## config.mk

```make
export PLATFORM = sky130hd
export DESIGN_NAME = avatar_motion
export DESIGN_NICKNAME = d
export VERILOG_FILES = /design/src/rtl/avatar_pkg.sv /design/src/rtl/avatar_motion.sv
export SDC_FILE = /design/constraint.sdc
export NUM_CORES = 1
export LEC_CHECK = 0
export ABC_AREA = 1
export BUFFER_PORTS_ARGS = -buffer_cell sky130_fd_sc_hd__buf_2
export CORE_UTILIZATION = 45
export DETAILED_ROUTE_END_ITERATION = 7
export PLACE_DENSITY = 0.66
export SLEW_MARGIN = 10
export SYNTH_ARGS = -nofsm -noshare
export SYNTH_HDL_FRONTEND = slang
export SYNTH_SLANG_ARGS = --single-unit
export TNS_END_PERCENT = 1
```

## constraint.sdc

```tcl
create_clock -name clk -period 5.7 [get_ports clk]
set_input_delay 1.71 -clock clk [delete_from_list [all_inputs] [get_ports clk]]
set_output_delay 1.71 -clock clk [all_outputs]
set_load 0.005 [all_outputs]
```

## src/rtl/avatar_pkg.sv

```systemverilog
// Shared types for the avatar motion controller.
// Action codes match the game-controller output encoding.
package avatar_pkg;

  typedef enum logic [1:0] {
    ACT_STAND = 2'b00,
    ACT_JUMP  = 2'b01,
    ACT_DIVE  = 2'b10,
    ACT_RUN   = 2'b11
  } action_t;

  typedef enum logic [1:0] {
    GROUND = 2'b00,
    RISE   = 2'b01,
    FALL   = 2'b10,
    DIVE   = 2'b11
  } motion_state_t;

  localparam logic [1:0] POSE_STAND = 2'b00;
  localparam logic [1:0] POSE_AIR   = 2'b01;
  localparam logic [1:0] POSE_DIVE  = 2'b10;
  localparam logic [1:0] POSE_RUN   = 2'b11;

endpackage

```

## src/rtl/avatar_motion.sv

```systemverilog
// Avatar motion controller: run, jump arc, dive and landing,
// advanced one step per frame tick.
module avatar_motion
  import avatar_pkg::*;
#(
  parameter int JUMP_PEAK = 7,
  parameter int RUN_STEP  = 2,
  parameter int DIVE_STEP = 2
) (
  input  logic       clk,
  input  logic       reset,
  input  logic [1:0] action,
  input  logic       frame_tick,
  output logic [7:0] xpos,
  output logic [3:0] height,
  output logic [1:0] pose,
  output logic       airborne,
  output logic       land,
  output logic [7:0] jump_count
);

  localparam logic [7:0] RS   = 8'(RUN_STEP);
  localparam logic [4:0] DS   = 5'(DIVE_STEP);
  localparam logic [3:0] PEAK = 4'(JUMP_PEAK);

  motion_state_t state, state_d;
  action_t       act;
  logic [7:0]    vx, vx_d;
  logic          run_flag, run_d;
  logic [7:0]    xpos_d, jcnt_d;
  logic [3:0]    height_d, dived;
  logic [1:0]    pose_d;
  logic          land_d, diving, landing;

  assign act      = action_t'(action);
  assign airborne = (state != GROUND);
  assign dived    = ({1'b0, height} > DS)
                  ? 4'({1'b0, height} - DS) : 4'd0;

  always_comb begin
    state_d  = state;
    xpos_d   = xpos;
    height_d = height;
    pose_d   = pose;
    jcnt_d   = jump_count;
    vx_d     = vx;
    run_d    = run_flag;
    land_d   = 1'b0;
    diving   = 1'b0;
    landing  = 1'b0;
    if (frame_tick) begin
      unique case (state)
        GROUND: begin
          unique case (act)
            ACT_JUMP: begin
              // A one-high peak is reached at launch.
              state_d  = (PEAK <= 4'd1) ? FALL : RISE;
              height_d = 4'd1;
              vx_d     = run_flag ? RS : 8'd0;
              jcnt_d   = (jump_count == 8'hFF)
                       ? jump_count : jump_count + 8'd1;
              pose_d   = POSE_AIR;
            end
            ACT_RUN: begin
              xpos_d = xpos + RS;
              run_d  = 1'b1;
              pose_d = POSE_RUN;
            end
            ACT_STAND: begin
              run_d  = 1'b0;
              pose_d = POSE_STAND;
            end
            ACT_DIVE: begin
              run_d  = 1'b0;
              pose_d = POSE_DIVE;
            end
          endcase
        end
        RISE, FALL: begin
          if (act == ACT_DIVE) begin
            diving = 1'b1;
          end else begin
            xpos_d = xpos + vx;
            if (state == RISE) begin
              height_d = height + 4'd1;
              if (height_d == PEAK) state_d = FALL;
            end else begin
              height_d = height - 4'd1;
              if (height_d == 4'd0) landing = 1'b1;
            end
          end
        end
        DIVE: diving = 1'b1;
      endcase
    end
    if (diving) begin
      state_d  = DIVE;
      height_d = dived;
      pose_d   = POSE_DIVE;
      if (dived == 4'd0) landing = 1'b1;
    end
    if (landing) begin
      state_d  = GROUND;
      height_d = 4'd0;
      land_d   = 1'b1;
      vx_d     = 8'd0;
      run_d    = 1'b0;
      pose_d   = POSE_STAND;
    end
  end

  always_ff @(posedge clk) begin
    if (reset) begin
      state      <= GROUND;
      xpos       <= 8'd0;
      height     <= 4'd0;
      pose       <= POSE_STAND;
      land       <= 1'b0;
      jump_count <= 8'd0;
      vx         <= 8'd0;
      run_flag   <= 1'b0;
    end else begin
      state      <= state_d;
      xpos       <= xpos_d;
      height     <= height_d;
      pose       <= pose_d;
      land       <= land_d;
      jump_count <= jcnt_d;
      vx         <= vx_d;
      run_flag   <= run_d;
    end
  end

endmodule

```

# After elaboration in Yosys (flattened, before gate mapping)
# Cells that the tools add are included.
op_classes:
  mux: 34
  reduce_logical: 22
  bitwise_logic: 1
  n_addsub: 6
  eq_ne: 14
  n_lt_le_gt_ge: 1
op_table:
  columns: ["op", "count"]
  rows:
  - ["4-bit 2-to-1 mux", 6]
  - ["2-bit 2-to-1 mux", 10]
  - ["8-bit 2-to-1 mux", 2]
  - ["8-bit case mux with 2 select lines", 1]
  - ["3-bit inequality test (second input constant)", 4]
  - ["4-bit AND reduction", 3]
  - ["1-bit 2-to-1 mux", 10]
  - ["2-bit nonzero test", 5]
  - ["8-bit by 1-bit adder with 8-bit output (second input constant)", 1]
  - ["8-bit by 2-bit adder with 8-bit output (second input constant)", 1]
  - ["8-bit adder", 1]
  - ["2-bit == test (second input constant)", 4]
  - ["8-bit == test (second input constant)", 1]
  - ["4-bit zero test", 2]
  - ["2-bit case mux with 4 select lines", 1]
  - ["4-bit case mux with 2 select lines", 1]
  - ["3-bit AND reduction", 2]
  - ["6-bit AND reduction", 1]
  - ["2-bit OR reduction", 3]
  - ["4-bit by 1-bit adder with 4-bit output (second input constant)", 1]
  - ["2-bit by 1-bit == test with 1-bit output (second input constant)", 2]
  - ["4-bit by 3-bit == test with 1-bit output (second input constant)", 1]
  - ["4-bit by 2-bit greater-than comparator with 1-bit output (second input constant)", 1]
  - ["2-bit zero test", 2]
  - ["9 further kinds", 12]
totals:
  wordCells: 87
  reg_bits: 34
  input_bits: 5

# Logic depth before layout (Yosys ltp)
depth:
  depth_word: 10
  mapped_depth: 11
  mapped_depth_nobuf: 11

# Worst setup path after synthesis
# Ideal clock, no wire load.
synth_path:
  path_type: "input -> register"
  start: "input action[1]"
  end: "register height[3]"
  t_required_ns: 5.583
  setup_ns: 0.117
  path_stages: 8
  slack_ns: 3.207
  t_arrival_ns: 2.376
  n_path_buf: 0
  path_cell_list: "inv_1 > nand2_1 > nor2_4 > inv_2 > nand2_4 > inv_2 > nor3_1 > nor2_1"
synth_between:
  elab_chain_cells: 7
  elab_cells_between_ends: 17
synth_lines:
  columns: ["element", "line", "text"]
  rows:
  - ["from (decl)", "avatar_motion.sv:12", "input logic [1:0] action,"]
  - ["parallel branches: the longest is 7 deep, another holds 4-bit AND reduction", null, null]
  - ["to (signal assigned)", "avatar_motion.sv:125", "height <= height_d;"]
  - ["to (decl)", "avatar_motion.sv:15", "output logic [3:0] height,"]
# Several ways; the timed one is not identified.
# A chain may end at the register's enable or synchronous reset.

# Final worst setup path
layout_path:
  start: "register state[0]"
  end: "output airborne"
layout_between:
  elab_chain_cells: 1
layout_lines:
  columns: ["element", "line", "text"]
  rows:
  - ["from (decl)", "avatar_motion.sv:26", "motion_state_t state, state_d;"]
  - ["from (signal assigned)", "avatar_motion.sv:123", "state <= state_d;"]
  - ["2-bit nonzero test", "avatar_motion.sv:36", "assign airborne = (state != GROUND);"]
  - ["to (decl)", "avatar_motion.sv:17", "output logic airborne,"]
# No other way between the ends.

==> run summary <==
The flow ran to the end, and the final reports show no timing, DRC or antenna violations. With fillers left out, the area of the finished cells amounts to 1933 um^2. Area added between synthesis and finish: 15.04%. Entering global routing, the biggest net connects 16 pins. By area the synthesized netlist is led by sky130_fd_sc_hd__dfxtp_1, sky130_fd_sc_hd__nand2_1, sky130_fd_sc_hd__ha_1.

Power spread over the standard cell area amounts to 234.7 nW/um^2. The signal on the critical path passes through inv_1, ha_1, inv_1, buf_2. Buffers inserted during clock tree synthesis total 3.

For the worst-skew pair, the clock arrives at the later sink with an insertion delay of 0.28 ns. The run gives 1 as the maximum level of the CTS H-tree. The min-delay analysis places its worst path in the category flop to flop. The total negative slack for setup checks is 0 ns, and the all-layer global routing usage is 19.27%.

The tools report the count of hold-fix buffers inserted at cts as 0. For this design the static power due to leakage is 0.0009764 uW. The final number of setup-violating endpoints was 0; the number of nets still failing antenna checks after routing was 0. Among all flip-flop cells after synthesis, the most frequent one is sky130_fd_sc_hd__dfxtp_1. The tools report the final antenna diode count as 0. Counting stages on the worst path, the most repeated cell is sky130_fd_sc_hd__inv_1.

The cell area that synthesis handed to floorplanning was 1680 um^2. Synthesis produced 242 cells. The die is 63.11 um wide.

For the post-synth net total, the log shows 262. Of the cells placed in the final design, the portion with a size suffix greater than 1 is 19.19%. The classification of the worst setup path is flop to primary output. Number of enable-type register cells in the synthesized netlist: 0. Routed length per instance: 10.86 um.

After layout, the worst path uses 51.91% of the clock period. The number of iterations in the first detailed-routing pass was 5. At the end of the flow the core is filled with cells to 55.74%. Synthesis inferred 26 register bits. The placed instances occupy a cell area of 1862 um^2.

Across the run, the number of max-cap violations was 0. The worst setup path is launched from a flop. VDD sags by at most 0.1499 mV. The average instance area after synthesis came out at 6.944 um^2. The net count of the finished layout is 292. The first global-routing pass estimated 6.127 mm of wire. Worst path buffer plus inverter count: 3. The clock root buffer master is sky130_fd_sc_hd__clkbuf_8. Via count of the first global-routing pass: 1365. Family of cells with the greatest summed delay on the critical path: flip-flops.

The routed layout has 1574 vias. The required time of the worst setup path is 3.99 ns, and the part of the Yosys area used for sequential elements is 30.98%. The number of I/O port buffers is 27, and the die height is 63.11 um.

Setup repair after global routing left no endpoint under its margin. The tools report the DRC violation count after routing as 0. For the clock skew after layout, the log shows 0.001184 ns.

The HPWL reported at the end of detailed placement was 2.601 mm; the final critical-path required period was 2.959 ns. The number of buffers between clock root and the deepest sink was 2; the area inside the core boundary was 3468 um^2. The total of warnings raised by yosys was 0; the maximum net fanout on the critical path was 5.

The largest single stage delay on the critical path is 0.41 ns. The logs give 1.25 ns for the data arrival time at the worst-slack endpoint and 26 for the clock sink count. Wires add up to 3.444 mm. The tools report the count of cells resized by post-cts repair as 0. The maximum achievable frequency came out at 0.3380 GHz.

STA classifies the critical path endpoint as a primary output. For this run, asynchronously set or reset flops after synthesis account for 0%. For this design, the slowest cell found on the critical path is sky130_fd_sc_hd__dfxtp_1. The tools report the overflow left after global routing as 0.

The largest area contributor in the netlist was sky130_fd_sc_hd__dfxtp_1. The die covers 3982 um^2. The number of core rows was 21.

The run gives 0.8312 as the final estimated routing congestion in global placement. The number of hold violations in the final report came out at 0. The count of buffers added by post-CTS timing repair for setup was 0; the area share of the largest cell type after synthesis was 30.98%. Effective utilization at floorplan: 48.45%. The initial antenna violation count is 0, and the initial detailed-routing violation count is 103.

During I/O placement, the number of pins put on the boundary was 29. TritonCTS built the clock tree. The logs give 0 for the final-report max-slew violation count and 27 for the number of distinct library cell variants in the gate-level netlist after synthesis. The via-per-instance ratio is 4.965. The clock transition at the registers of the reported paths works out to 0.10 ns.
## cell families (layout without fill, tap and decap cells)
family	Yosys count	after routing	share of synthesized area, %
XOR/XNOR	7	7	3.649
flip-flops	26	26	30.98
buffers and inverters	32	61	7.372
adder cells (fa/ha/maj)	15	15	11.17
AND/OR/NAND/NOR	130	130	36.56
multiplexers	1	1	0.5957
other	1	1	0.2232
AO/OA/AOI/OAI	30	30	9.457
## cells in the final DEF, fill, tap and decap left out, types with 2 or more instances in the layout
cell / count
sky130_fd_sc_hd__inv_1: 25
sky130_fd_sc_hd__o21ai_0: 4
sky130_fd_sc_hd__nand2_1: 55
sky130_fd_sc_hd__a21oi_1: 22
sky130_fd_sc_hd__nand3_2: 2
sky130_fd_sc_hd__nor2_1: 28
sky130_fd_sc_hd__nand2_4: 4
sky130_fd_sc_hd__nor3_1: 6
sky130_fd_sc_hd__nor2_4: 3
sky130_fd_sc_hd__xnor2_1: 2
sky130_fd_sc_hd__nand3_1: 21
sky130_fd_sc_hd__nand2_2: 2
sky130_fd_sc_hd__or2_2: 2
sky130_fd_sc_hd__buf_2: 27
sky130_fd_sc_hd__ha_1: 15
sky130_fd_sc_hd__nor2_2: 2
sky130_fd_sc_hd__nand4_1: 5
sky130_fd_sc_hd__dfxtp_1: 26
sky130_fd_sc_hd__clkbuf_8: 3
sky130_fd_sc_hd__inv_2: 5
sky130_fd_sc_hd__xor2_1: 5
## synth_stat cells, types with 2 or more instances
cell type / instances
sky130_fd_sc_hd__nand4_1: 5
sky130_fd_sc_hd__inv_2: 5
sky130_fd_sc_hd__inv_1: 25
sky130_fd_sc_hd__xor2_1: 5
sky130_fd_sc_hd__nor2_4: 3
sky130_fd_sc_hd__nand3_2: 2
sky130_fd_sc_hd__nand2_2: 2
sky130_fd_sc_hd__or2_2: 2
sky130_fd_sc_hd__o21ai_0: 4
sky130_fd_sc_hd__xnor2_1: 2
sky130_fd_sc_hd__nor2_1: 28
sky130_fd_sc_hd__nand3_1: 21
sky130_fd_sc_hd__dfxtp_1: 26
sky130_fd_sc_hd__nand2_4: 4
sky130_fd_sc_hd__nand2_1: 55
sky130_fd_sc_hd__nor3_1: 6
sky130_fd_sc_hd__ha_1: 15
sky130_fd_sc_hd__a21oi_1: 22
sky130_fd_sc_hd__nor2_2: 2
## worst min-delay path, cell delays in order, from the launching register on
cell and delay (ns):
sky130_fd_sc_hd__dfxtp_1 0.32, sky130_fd_sc_hd__nand2_1 0.06, sky130_fd_sc_hd__a21oi_1 0.05
## state kept, by name, summed over array words and instances (netlist names)
| name | count |
|---|---|
| pose | 2 |
| height | 4 |
| jump_count | 8 |
| xpos | 7 |
| state | 2 |
| run_flag | 1 |
| land | 1 |
| vx | 1 |
## stage by stage
| step | cells | total power (uW) | hold slack, ns | setup WS, ns |
|---|---|---|---|---|
| after floorplan | 242 | 274.1 | 0.4313 | 3.207 |
| after global placement | 313 | 300.3 | 0.4498 | 2.944 |
| after detailed placement | 313 | 299.9 | 0.4546 | 2.937 |
| after CTS | 317 | 456.7 | 0.4668 | 2.728 |
| after global routing | 317 | 480.2 | 0.4786 | 2.643 |
| final | 317 | 453.7 | 0.4646 | 2.741 |
## worst paths after layout
| path | from | to | slack [ns] | cells after the start |
|---|---|---|---|---|
| max | state[0] | airborne | 2.74 | 4 |
| min | vx[1] | vx[1] | 0.46 | 2 |
| max reg2reg | state[0] | xpos[7] | 3.50 | 10 |
| min reg2reg | vx[1] | vx[1] | 0.46 | 2 |
## metal layers
| metal | global-route usage (%) | wire length, um | vias up |
|---|---|---|---|
| met1 | 25.69 | 1758 | 693 |
| met4 | 7.849 | 54 | 0 |
| met5 | 0 | 0 | - |
| met2 | 30.38 | 1467 | 39 |
| li1 | - | - | 837 |
| met3 | 3.442 | 164 | 5 |
## power breakdown
part	internal (uW)	switching [uW]	total, uW
logic	35.9	62.2	98.1
clock network	94.1	63.7	158
registers	189	8.31	198
## area by class of cell
class	count	area, um^2
fillers	364	1535
inverters	30	112.6
repair buffers	27	135.1
clock inverters	1	30.03
clock buffers	3	41.29
multi-input cells	184	1036
flip-flops and latches	26	520.5
well taps	46	57.56
Power figures use the tool's default switching activity.
